==> src/rtl/fetch_unit.sv <==
// Instruction-fetch front end: single outstanding 32-bit fetch, valid/ready hand-off to decode,
// and redirect handling that squashes wrong-path fetches, including one already in flight.
package fetch_pkg;
    typedef struct packed {
        logic        do_jump;
        logic [63:0] dest_addr;
    } jump_writer;
endpackage

module fetch_unit
    import fetch_pkg::*;
#(
    parameter logic [63:0] RESET_PC = 64'h8000_0000
) (
    input  logic        clk,
    input  logic        rst_n,
    input  jump_writer  jmp,
    output logic        imem_req_valid,
    output logic [63:0] imem_req_addr,
    input  logic        imem_resp_valid,
    input  logic [31:0] imem_resp_data,
    output logic        if_valid,
    input  logic        if_ready,
    output logic [63:0] if_pc,
    output logic [31:0] if_inst,
    output logic [63:0] fetch_cnt,
    output logic [63:0] squash_cnt
);

    // Decode handshake: a transfer happens on a cycle where if_valid & if_ready;
    // if_pc/if_inst stay stable while if_valid is high and if_ready is low.
    typedef enum logic [1:0] {REQ, FLUSH, HOLD} state_t;

    state_t      state, state_next;
    logic        active;
    logic [63:0] pc, pc_next;
    logic [63:0] pending, pending_next;
    logic [63:0] target;
    logic        resp;
    logic        latch_inst;
    logic        fetch_inc;
    logic        squash_inc;

    // The request only goes out once the first clock after reset release has passed,
    // so a response from a pre-reset request can never be mistaken for a new one.
    assign target         = jmp.dest_addr & ~64'h3;
    assign resp           = imem_resp_valid & active;
    assign imem_req_valid = active & (state != HOLD);
    assign imem_req_addr  = pc;
    assign if_valid       = (state == HOLD) & ~jmp.do_jump;

    always_comb begin
        state_next   = state;
        pc_next      = pc;
        pending_next = pending;
        latch_inst   = 1'b0;
        fetch_inc    = 1'b0;
        squash_inc   = 1'b0;
        case (state)
            REQ: begin
                if (resp && jmp.do_jump) begin
                    squash_inc = 1'b1;
                    pc_next    = target;
                end else if (resp) begin
                    latch_inst = 1'b1;
                    pc_next    = pc + 64'd4;
                    state_next = HOLD;
                end else if (active && jmp.do_jump) begin
                    pending_next = target;
                    state_next   = FLUSH;
                end
            end
            FLUSH: begin
                // The request address must stay put until memory answers; the latest redirect wins.
                if (jmp.do_jump) pending_next = target;
                if (resp) begin
                    squash_inc = 1'b1;
                    pc_next    = jmp.do_jump ? target : pending;
                    state_next = REQ;
                end
            end
            HOLD: begin
                if (jmp.do_jump) begin
                    squash_inc = 1'b1;
                    pc_next    = target;
                    state_next = REQ;
                end else if (if_ready) begin
                    fetch_inc  = 1'b1;
                    state_next = REQ;
                end
            end
            default: state_next = REQ;
        endcase
    end

    always_ff @(posedge clk or negedge rst_n) begin
        if (!rst_n) begin
            state      <= REQ;
            active     <= 1'b0;
            pc         <= RESET_PC;
            pending    <= RESET_PC;
            if_pc      <= RESET_PC;
            if_inst    <= 32'd0;
            fetch_cnt  <= 64'd0;
            squash_cnt <= 64'd0;
        end else begin
            state   <= state_next;
            active  <= 1'b1;
            pc      <= pc_next;
            pending <= pending_next;
            if (latch_inst) begin
                if_pc   <= pc;
                if_inst <= imem_resp_data;
            end
            if (fetch_inc)  fetch_cnt  <= fetch_cnt + 64'd1;
            if (squash_inc) squash_cnt <= squash_cnt + 64'd1;
        end
    end

endmodule

==> config.mk <==
export PLATFORM = sky130hd
export DESIGN_NAME = fetch_unit
export DESIGN_NICKNAME = d
export VERILOG_FILES = /design/src/rtl/fetch_unit.sv
export SDC_FILE = /design/constraint.sdc
export NUM_CORES = 1
export LEC_CHECK = 0
export ABC_AREA = 1
export CAP_MARGIN = 5
export CELL_PAD_IN_SITES_DETAIL_PLACEMENT = 1
export CELL_PAD_IN_SITES_GLOBAL_PLACEMENT = 2
export CORE_UTILIZATION = 30
export DETAILED_ROUTE_END_ITERATION = 8
export PLACE_DENSITY_LB_ADDON = 0.1
export SETUP_SLACK_MARGIN = 0.15
export SLEW_MARGIN = 20
export SYNTH_ARGS = -nofsm -noshare
export SYNTH_HDL_FRONTEND = slang
export SYNTH_SLANG_ARGS = --single-unit
==> constraint.sdc <==
create_clock -name clk -period 2.5 [get_ports clk]
set_clock_uncertainty 0.05 [all_clocks]
set_input_delay 0.25 -clock clk [delete_from_list [all_inputs] [get_ports clk]]
set_output_delay 0.25 -clock clk [all_outputs]
set_load 0.02 [all_outputs]
==> impl_metrics.ini <==
[power]
swShare = 0.443
seqPwrFrac = 0.294
pwr-share-clk = 0.208
power_switching_mw = 14.4
pwr-share-comb = 0.497
p_total_mw = 32.5
power_density_nw_per_um2 = 1150
leakage_nw = 12.5
peakVddDrop_uv = 649
p_int_mw = 18.1

[clock_network]
htreeDepth = 2
clock_path_buffers = 3
clock-sinks = 355
cts-buffers-inserted = 46
clk_latency_ps = 590
clockRootBuffer = clkbuf_16
cts_tree = yes
path_clk_slew_ps = 60

[worst_setup_path]
cp-start-kind = flop
crit_cells = 11
rr_worst_depth = 11
critical_path_class = reg2reg
path_buf_inv = 2
worst_r2r_endpoint = imem_req_addr[52]
path_max_fanout = 7
r2r-start = imem_req_addr[2]
critPathLaunch = imem_req_addr[2]
r2r_slack_ps = 220
cpPeakStageDelay_ps = 420
crit_chain = ha_1 > inv_1 > nor2_2 > nand2_2 > inv_2 > nand2_1 > nor2_2 > nand4_1 > nand3_1 > nand2_1 > a21oi_1
worstPathArrival_ps = 2720
end_kind = flop
required_ps = 2940
cp_slowest_cell = dfrtp_1
cp-endpoint = imem_req_addr[52]
path_delay_family = simple AND/OR/NAND/NOR gates

[routing]
wirelength_um = 91500
postRouteAntennaNets = 0
drc = 0
wl_per_cell_um = 21.4
dr.pass1.iters = 5
met3_length_um = 3860
dr_total_vias = 21400
drtIter0Drc = 1238
dr.max_layer_used = met5
wl_met1_um = 40600
viasPerCell = 4.99
wl_met2_um = 44000

[synth]
synthArstFlopShare = 1.00
syn_inst = 2864
synth-main-ff-cell = dfrtp_1
synth.avg_cell_area_um2 = 7.26
syn-num-nets = 2973
syn_area_um2 = 20800
yosys_register_bits = 355
synth_edf_count = 0
yosysSeqAreaShare = 0.428
yosysWarnings = 0
synth_cell_types = 49

[timing]
finalCriticalPeriod_ps = 2280
tightest_slew_ps = 524
finalCritPeriodShare = 0.910
max_freq_mhz = 439
rsz0062_at_grt = yes
setup_viol = 0
tns_ps = 0
maxSlewHeadroom = 0.651
fin_ws_ps = 224
hold_viol_final = 0
slew_violations = 0
holdWs_ps = 112

[layout]
final_common_cell = nand2_1
layout_common_cells = 731 x nand2_1, 384 x clkdlybuf4s50_1, 374 x nor2_1, 345 x dfrtp_1, 283 x inv_1
synthToLayoutAreaGrowth_pct = 35.5
post-route-util = 0.411
fillers = 8335
nNetsFinal = 3417
fin_area_um2 = 28200
instances_no_fill = 4276
drive_above_1_share = 0.101

[placed_design]
io_buffers = 388
placedCellCount = 4187
place_congestion = 0.917
dp_hpwl_um = 70100
dp_slack_ps = 86.7
placed_area_um2 = 26500

[grt]
grt_pass1_vias = 22300
grt-ovfl-total = 0
grt_max_degree = 98
antenna_found_initial = 3
grt_pass1_wl_um = 138000
track_usage = 0.256

[status]
outcome = complete, no violations

[job]
maxCapViolations = 0

[die]
ios = 391
die_area_um2 = 70300
start_util = 0.303
coreArea_um2 = 68600
rows = 96
die_x_um = 265
die_h_um = 265

[min_path]
holdCritPathClass = in2reg
[registers in the layout (all words and copies together) (netlist names)]
register	cells
active	1
fetch_cnt	64
if_inst	32
if_pc	64
imem_req_addr	64
pending	64
squash_cnt	64
state	2
[metal layers]
metal,track usage,up-vias
li1,-,10200
met2,0.437,464
met5,0,-
met4,0.0844,4
met1,0.333,10600
met3,0.0343,138
[power by group through the flow]
stage | Combinational [mW] | Clock (mW) | Sequential (mW)
finish | 16.2 | 6.77 | 9.57
global route | 17.6 | 7.14 | 9.83
CTS | 16.1 | 6.96 | 9.55
detailed placement | 16.0 | 0 | 9.63
global placement | 15.6 | 0 | 9.53
floorplan | 6.66 | 0 | 10.8
[worst min path at each step]
stage / start / endpoint / slack, ps / cells past startpoint
floorplan: rst_n / active / -100 / 0
global placement: rst_n / fetch_cnt[25] / 190 / 1
detailed placement: rst_n / fetch_cnt[25] / 190 / 1
CTS: jmp[64] / fetch_cnt[0] / 90 / 4
global route: jmp[64] / fetch_cnt[0] / 150 / 4
finish: jmp[64] / fetch_cnt[0] / 110 / 4
[layout make-up]
type,instances,area (um^2),share of cell area
Antenna cell,1,2.50,0.0000889
Clock buffer,61,1280,0.0454
Clock inverter,23,230,0.00818
Inverter,314,1190,0.0421
Multi-Input combinational cell,2090,10400,0.369
Sequential cell,355,8900,0.316
Tap cell,931,1160,0.0414
Timing Repair Buffer,501,5020,0.178
[synthesized netlist by cell type (all sizes together) (6+ instances only)]
master  number  area (um^2)
dfrtp      352         8810
nand3      136          696
ha           8          100
nor2       404         1630
nand2      746         2840
a21oi      147          736
a22oi       12         90.1
clkbuf      62          233
xor2        78          683
o211ai       6         45.0
a31oi       57          357
buf         43          208
inv        310         1170
o22ai        6         37.5
xnor2       44          385
nand4       42          275
o21ai      266         1330
nor3        70          397
mux2        43          484
[timing repair]
action,CTS,global route
endpoints found under the setup margin,40,79
pin swaps,0,1
resized for setup,11,25
endpoints found under the hold margin,136,0
hold buffers,1,0
gates cloned,0,2
buffers inserted,0,1
[kinds of logic (layout without fill, tap and decap cells)]
kind of cell | count (synthesis) | after routing | synth area share
buf+inv | 419 | 899 | 0.0780
flops | 355 | 355 | 0.428
other cells | 1 | 2 | 0.000180
simple gates | 1411 | 1411 | 0.286
mux | 43 | 43 | 0.0233
compound gates | 505 | 505 | 0.129
xor+xnor | 122 | 122 | 0.0514
fa+ha+maj | 8 | 8 | 0.00482
[tightest hold or removal path, delay by kind of cell]
family | cells | cell delay, ps
xor gates and xnor gates | 1 | 90
and+or+nand+nor | 2 | 220
buffers and inverters | 1 | 140
No activity file was read; power rests on OpenSTA's default activity.
==> RTL change 1: new RTL, same settings <==
Make the reset (`rst_n`) synchronous in one clocked block.
--- a/src/rtl/fetch_unit.sv
+++ b/src/rtl/fetch_unit.sv
@@ -95,3 +95,3 @@
 
-    always_ff @(posedge clk or negedge rst_n) begin
+    always_ff @(posedge clk) begin
         if (!rst_n) begin
Check against the original RTL: differs if rst_n is asserted again (counterexample within 4 cycles, from zero or initial values and one cycle with rst_n low); with rst_n held inactive, the same outputs for 4 cycles.
==> RTL change 1 against the original RTL <==
Die area is 4.6% lower. Area after synthesis fell by 4.7%. Wire length grew 3.6%. Combinational power shrank 29%. Power decreased by 19%. Utilization rose by 0.82 points. Count of clock-buffer cells in the layout is 5 higher. Sequential cell count unchanged. Critical path depth fell by 9. Setup slack worse by 47 ps. Sequential power is 17% lower. Design area is 3.6% lower. Critical path type is now reg2out. Largest power group unchanged.
==> RTL change 1: results (changes against the original RTL) <==
----------------------------------------------------
[Status]
  Result of the run ... completed

[Cells and area]
  Portion of the layout cell area used by non-clock buffers ... 0.188 (+0.0101)
  Multi-input gate share of the layout cell area ... 0.411 (+0.0420)
  FILL cells ... 8,191 (-1.7%)
  Reg area ... 7130 um^2 (-20%)
  Count of inverters other than clock inverters in the layout ... 292 (-7.0%)
  Number of nets in the final layout ... 3,602 (+5.4%)
  Multi-input combinational cell count ... 2,281 (+9.1%)
  Multi-input combinational cell area ... 11,100 um^2 (+7.4%)
  Clock tree cell share of total cell area ... 0.0580 (+0.00440)

[Power and ir drop]
  Power per Cell Area ... 974 nW/um^2 (-16%)
  Relative contribution of sequential cells to total power ... 0.299 (+0.005)
  Net switching fraction of the power ... 0.428 (-0.0155)
  Total combinational power ... 11.5 mW (-29%)

[GRT]
  Met2 GRT Util ... 0.431 (-0.00596)
  Pin count of the biggest net entering global routing ... 111 (+13%)
  Initial antenna violation count ... 8 (+5)
  Met3 Track Usage GR ... 0.0465 (+0.0122)
  Via count of the first global-routing pass ... 22,848 (+2.4%)
  Global-route track usage on met1 ... 0.387 (+0.0537)
  Global-route wire length before repair ... 141,000 um (+2.6%)

[Detailed routing]
  Detailed route wirelength on metal2 ... 42,000 um (-4.6%)
  Post-route met1 wirelength ... 45,300 um (+12%)
  Total wire length ... 94,800 um (+3.6%)
  Length of routed met3 wiring ... 5860 um (+52%)

[Critical path]
  Worst endpoint data arrival time ... 2020 ps (-700 ps)
  Highest net fanout along the worst path ... 6 (-1)
  Slowest Stage Delay on Critical Path ... 630 ps (+210 ps)
  Top delay family on crit path ... buffers and inverters

[Placed design]
  Placed instance area ... 25,300 um^2 (-4.6%)
  Detail Placement HPWL ... 72,000 um (+2.6%)
  Pre-CTS worst setup slack ... 92.3 ps (+5.60 ps)
  Cell total after placement ... 4,289 (+2.4%)
  Weighted congestion reported at the end of routability-driven placement ... 0.909 (-0.87%)

[Yosys]
  Post-Synth Adder-Cell Area ... 0.00442 (-0.000395)
  Synth unique cells ... 51 (+4.1%)
  Area contributors post-synth ... dfxtp_1, nand2_1, o21ai_0, nor2_1, a21oi_1
  Top FF cell, synth ... dfxtp_1
  Ys async rst share ... 0 (-1.00)
  Fraction of synthesized cell area in xor and xnor cells ... 0.0327 (-0.0187)
  Sequential fraction of the synthesis area ... 0.359 (-0.0689)

[Timing]
  Max-slew headroom ... 0.437 (-0.214)

----------------------------------------------------
## RTL change 1: cell count changes in the layout (fill, tap and decap cells not counted), moves of 17 or more
cell | before | now
dfrtp_1 | 345 | 0
dfxtp_1 | 0 | 338
a21oi_1 | 147 | 334
o21ai_0 | 223 | 377
nand2_1 | 731 | 578
nor2_1 | 374 | 471
mux2_2 | 43 | 0
o21ai_1 | 43 | 1
xor2_1 | 78 | 48
buf_4 | 90 | 110
xnor2_1 | 44 | 24
a31oi_1 | 57 | 38
inv_2 | 24 | 5
dfxtp_2 | 0 | 17
## RTL change 1: worst paths after layout
| path | start | endpoint | slack (ps) | cells past startpoint |
|---|---|---|---|---|
| setup reg to reg | imem_req_addr[22] | imem_req_addr[40] | 240 | 10 |
| hold reg to reg | if_pc[12] | if_pc[12] | 430 | 2 |
| setup / recovery | imem_req_addr[54] | imem_req_addr[54] | 180 | 2 |
| hold / removal | jmp[6] | pending[6] | 240 | 3 |
==> RTL change 2: new RTL, same flow settings <==
Without the edit above. The parameter `RESET_PC` goes from 64'h8000_0000 to 64'h60000000.
--- a/src/rtl/fetch_unit.sv
+++ b/src/rtl/fetch_unit.sv
@@ -12,3 +12,3 @@
 #(
-    parameter logic [63:0] RESET_PC = 64'h8000_0000
+    parameter logic [63:0] RESET_PC = 64'h60000000
 ) (
Formal check against the unedited RTL: not equivalent (Yosys sat finds a counterexample within 4 cycles, from zero or initial values and one cycle with rst_n low).
==> RTL change 2 against the original RTL <==
Design area grew 0.76%. Sequential cell count unchanged. Setup slack lost 5.6 ps. Critical path depth is 2 higher. Area after synthesis barely moved. Wire length increased by 0.39%. Global-route usage rose by 0.36 points. Synthesized cell count stayed put. Power increased by 1.5%. Largest cell class unchanged.
==> RTL change 2: results (changes against the original RTL) <==
----------------------------------------------------
[Status]
  Result of the run ... completed

[Power and ir drop]
  Peak supply drop ... 581 uV (-10%)
  Net switching fraction of the power ... 0.438 (-0.00550)
  Cell leakage power ... 12.6 nW (+0.85%)

[Clock tree]
  Buffer levels on the longest clock path ... 3 (unchanged)
  Clock input transition at the sequential cells of the worst setup and hold paths ... 60 ps (about the same)
  TritonCTS buffer count ... 47 (+2.2%)

[Cells and area]
  Fraction of final layout cells sized beyond drive strength 1 ... 0.105 (+0.00469)
  Number of nets in the final layout ... 3,419 (+0.059%)
  FILL cells ... 8,310 (-0.30%)

[GRT]
  Via count of the first global-routing pass ... 22,360 (+0.18%)
  Tot GR Track Use ... 0.260 (+0.00361)
  Global-route wire length before repair ... 140,000 um (+2.1%)
  Pin count of the biggest net entering global routing ... 89 (-9.2%)

[Critical path]
  Top delay family on crit path ... simple AND/OR/NAND/NOR gates
  Highest-delay cell along the critical path ... dfrtp_2
  Worst endpoint data arrival time ... 2680 ps (-40 ps)
  Slowest Stage Delay on Critical Path ... 400 ps (-20 ps)
  Highest net fanout along the worst path ... 5 (-2)

[Yosys]
  Post-synth top cells ... nand2_1, nor2_1, dfrtp_1, inv_1, o21ai_0
  Sequential fraction of the synthesis area ... 0.428 (about the same)
  Ys async rst share ... 1.00 (unchanged)
  Area contributors post-synth ... dfrtp_1, nand2_1, nor2_1, o21ai_0, inv_1

[Placed design]
  Detail Placement HPWL ... 71,000 um (+1.2%)
  Pre-CTS worst setup slack ... 38.5 ps (-48.2 ps)
  Placed instance area ... 26,400 um^2 (-0.15%)
  Weighted congestion reported at the end of routability-driven placement ... 0.903 (-1.5%)

[Timing]
  Max-slew headroom ... 0.608 (-0.0423)

[Detailed routing]
  Number of DRC violations after detailed-routing iteration 0 ... 1,230 (-0.65%)
  Via count normalized by instance count ... 4.97 (-0.38%)
  Per-cell routed wire length ... 21.5 um (+0.32%)

----------------------------------------------------
==> RTL change 2: repair_timing <==
item / CTS / global route
buffers inserted: 0 / 7
endpoints found under the hold margin: 55 / 0
cloned: 0 / 1
gates resized for setup: 17 / 33
hold buffers: 1 / 0
pin swaps: 0 / 3
setup endpoints to repair: 20 / 78
==> RTL change 2: final timing paths <==
kind	startpoint	cells after the start	slack (ps)	to
max	imem_req_addr[2]	13	220	imem_req_addr[56]
min	jmp[64]	4	120	fetch_cnt[0]
max reg2reg	imem_req_addr[2]	13	220	imem_req_addr[56]
min reg2reg	if_pc[1]	2	430	if_pc[1]
max in group asynchronous	rst_n	3	1430	squash_cnt[29]
min in group asynchronous	rst_n	2	150	fetch_cnt[37]
==> RTL change 2: per-stage QoR <==
stage	std cells	hold WS, ps	power [mW]
after floorplan	2864	-95.6	17.5
after global placement	4183	200	25.1
after detailed placement	4183	201	25.5
after CTS	4270	130	33.1
after global routing	4279	116	35.0
final	4279	117	33.0
==> RTL change 2: kinds of logic after synthesis <==
family,share of synthesized area
muxes,0.0233
buffers and inverters,0.0780
DFF,0.428
xor gates and xnor gates,0.0514
AOI/OAI and AO/OA,0.129
other,0.000180
adders and majority gates,0.00482
and+or+nand+nor,0.286
==> RTL change 2: cell type report <==
type                    instances  area [um^2]  share of cell area
clock buffers                  71         1440              0.0507
flip-flops and latches        355         8900               0.314
diodes                          1         2.50           0.0000882
multi-input cells            2090        10400               0.368
clock inverters                15          244             0.00860
repair buffers                502         5000               0.176
well taps                     931         1160              0.0411
inverters                     314         1190              0.0418
==> RTL change 2: power by group through the flow <==
| stage | Clock [mW] | Sequential [mW] | Combinational, mW |
|---|---|---|---|
| after floorplan | 0 | 10.8 | 6.67 |
| after global placement | 0 | 9.63 | 15.5 |
| after detailed placement | 0 | 9.72 | 15.8 |
| after CTS | 7.57 | 9.65 | 15.9 |
| after global routing | 7.79 | 9.91 | 17.3 |
| final | 7.39 | 9.66 | 16.0 |
==> RTL change 2: worst min-delay path, delay by kind of cell <==
family | cells | cell delay, ps
xor+xnor | 1 | 70
simple gates | 2 | 170
buf+inv | 1 | 220
==> RTL change 2: per-layer routing <==
| layer | GRT usage | routed length [um] | part of all wire |
|---|---|---|---|
| met1 | 0.344 | 41700 | 0.45 |
| met2 | 0.445 | 44700 | 0.49 |
| met3 | 0.0304 | 3120 | 0.034 |
| met4 | 0.0720 | 2400 | 0.026 |
| met5 | 0 | 24 | 0.00026 |
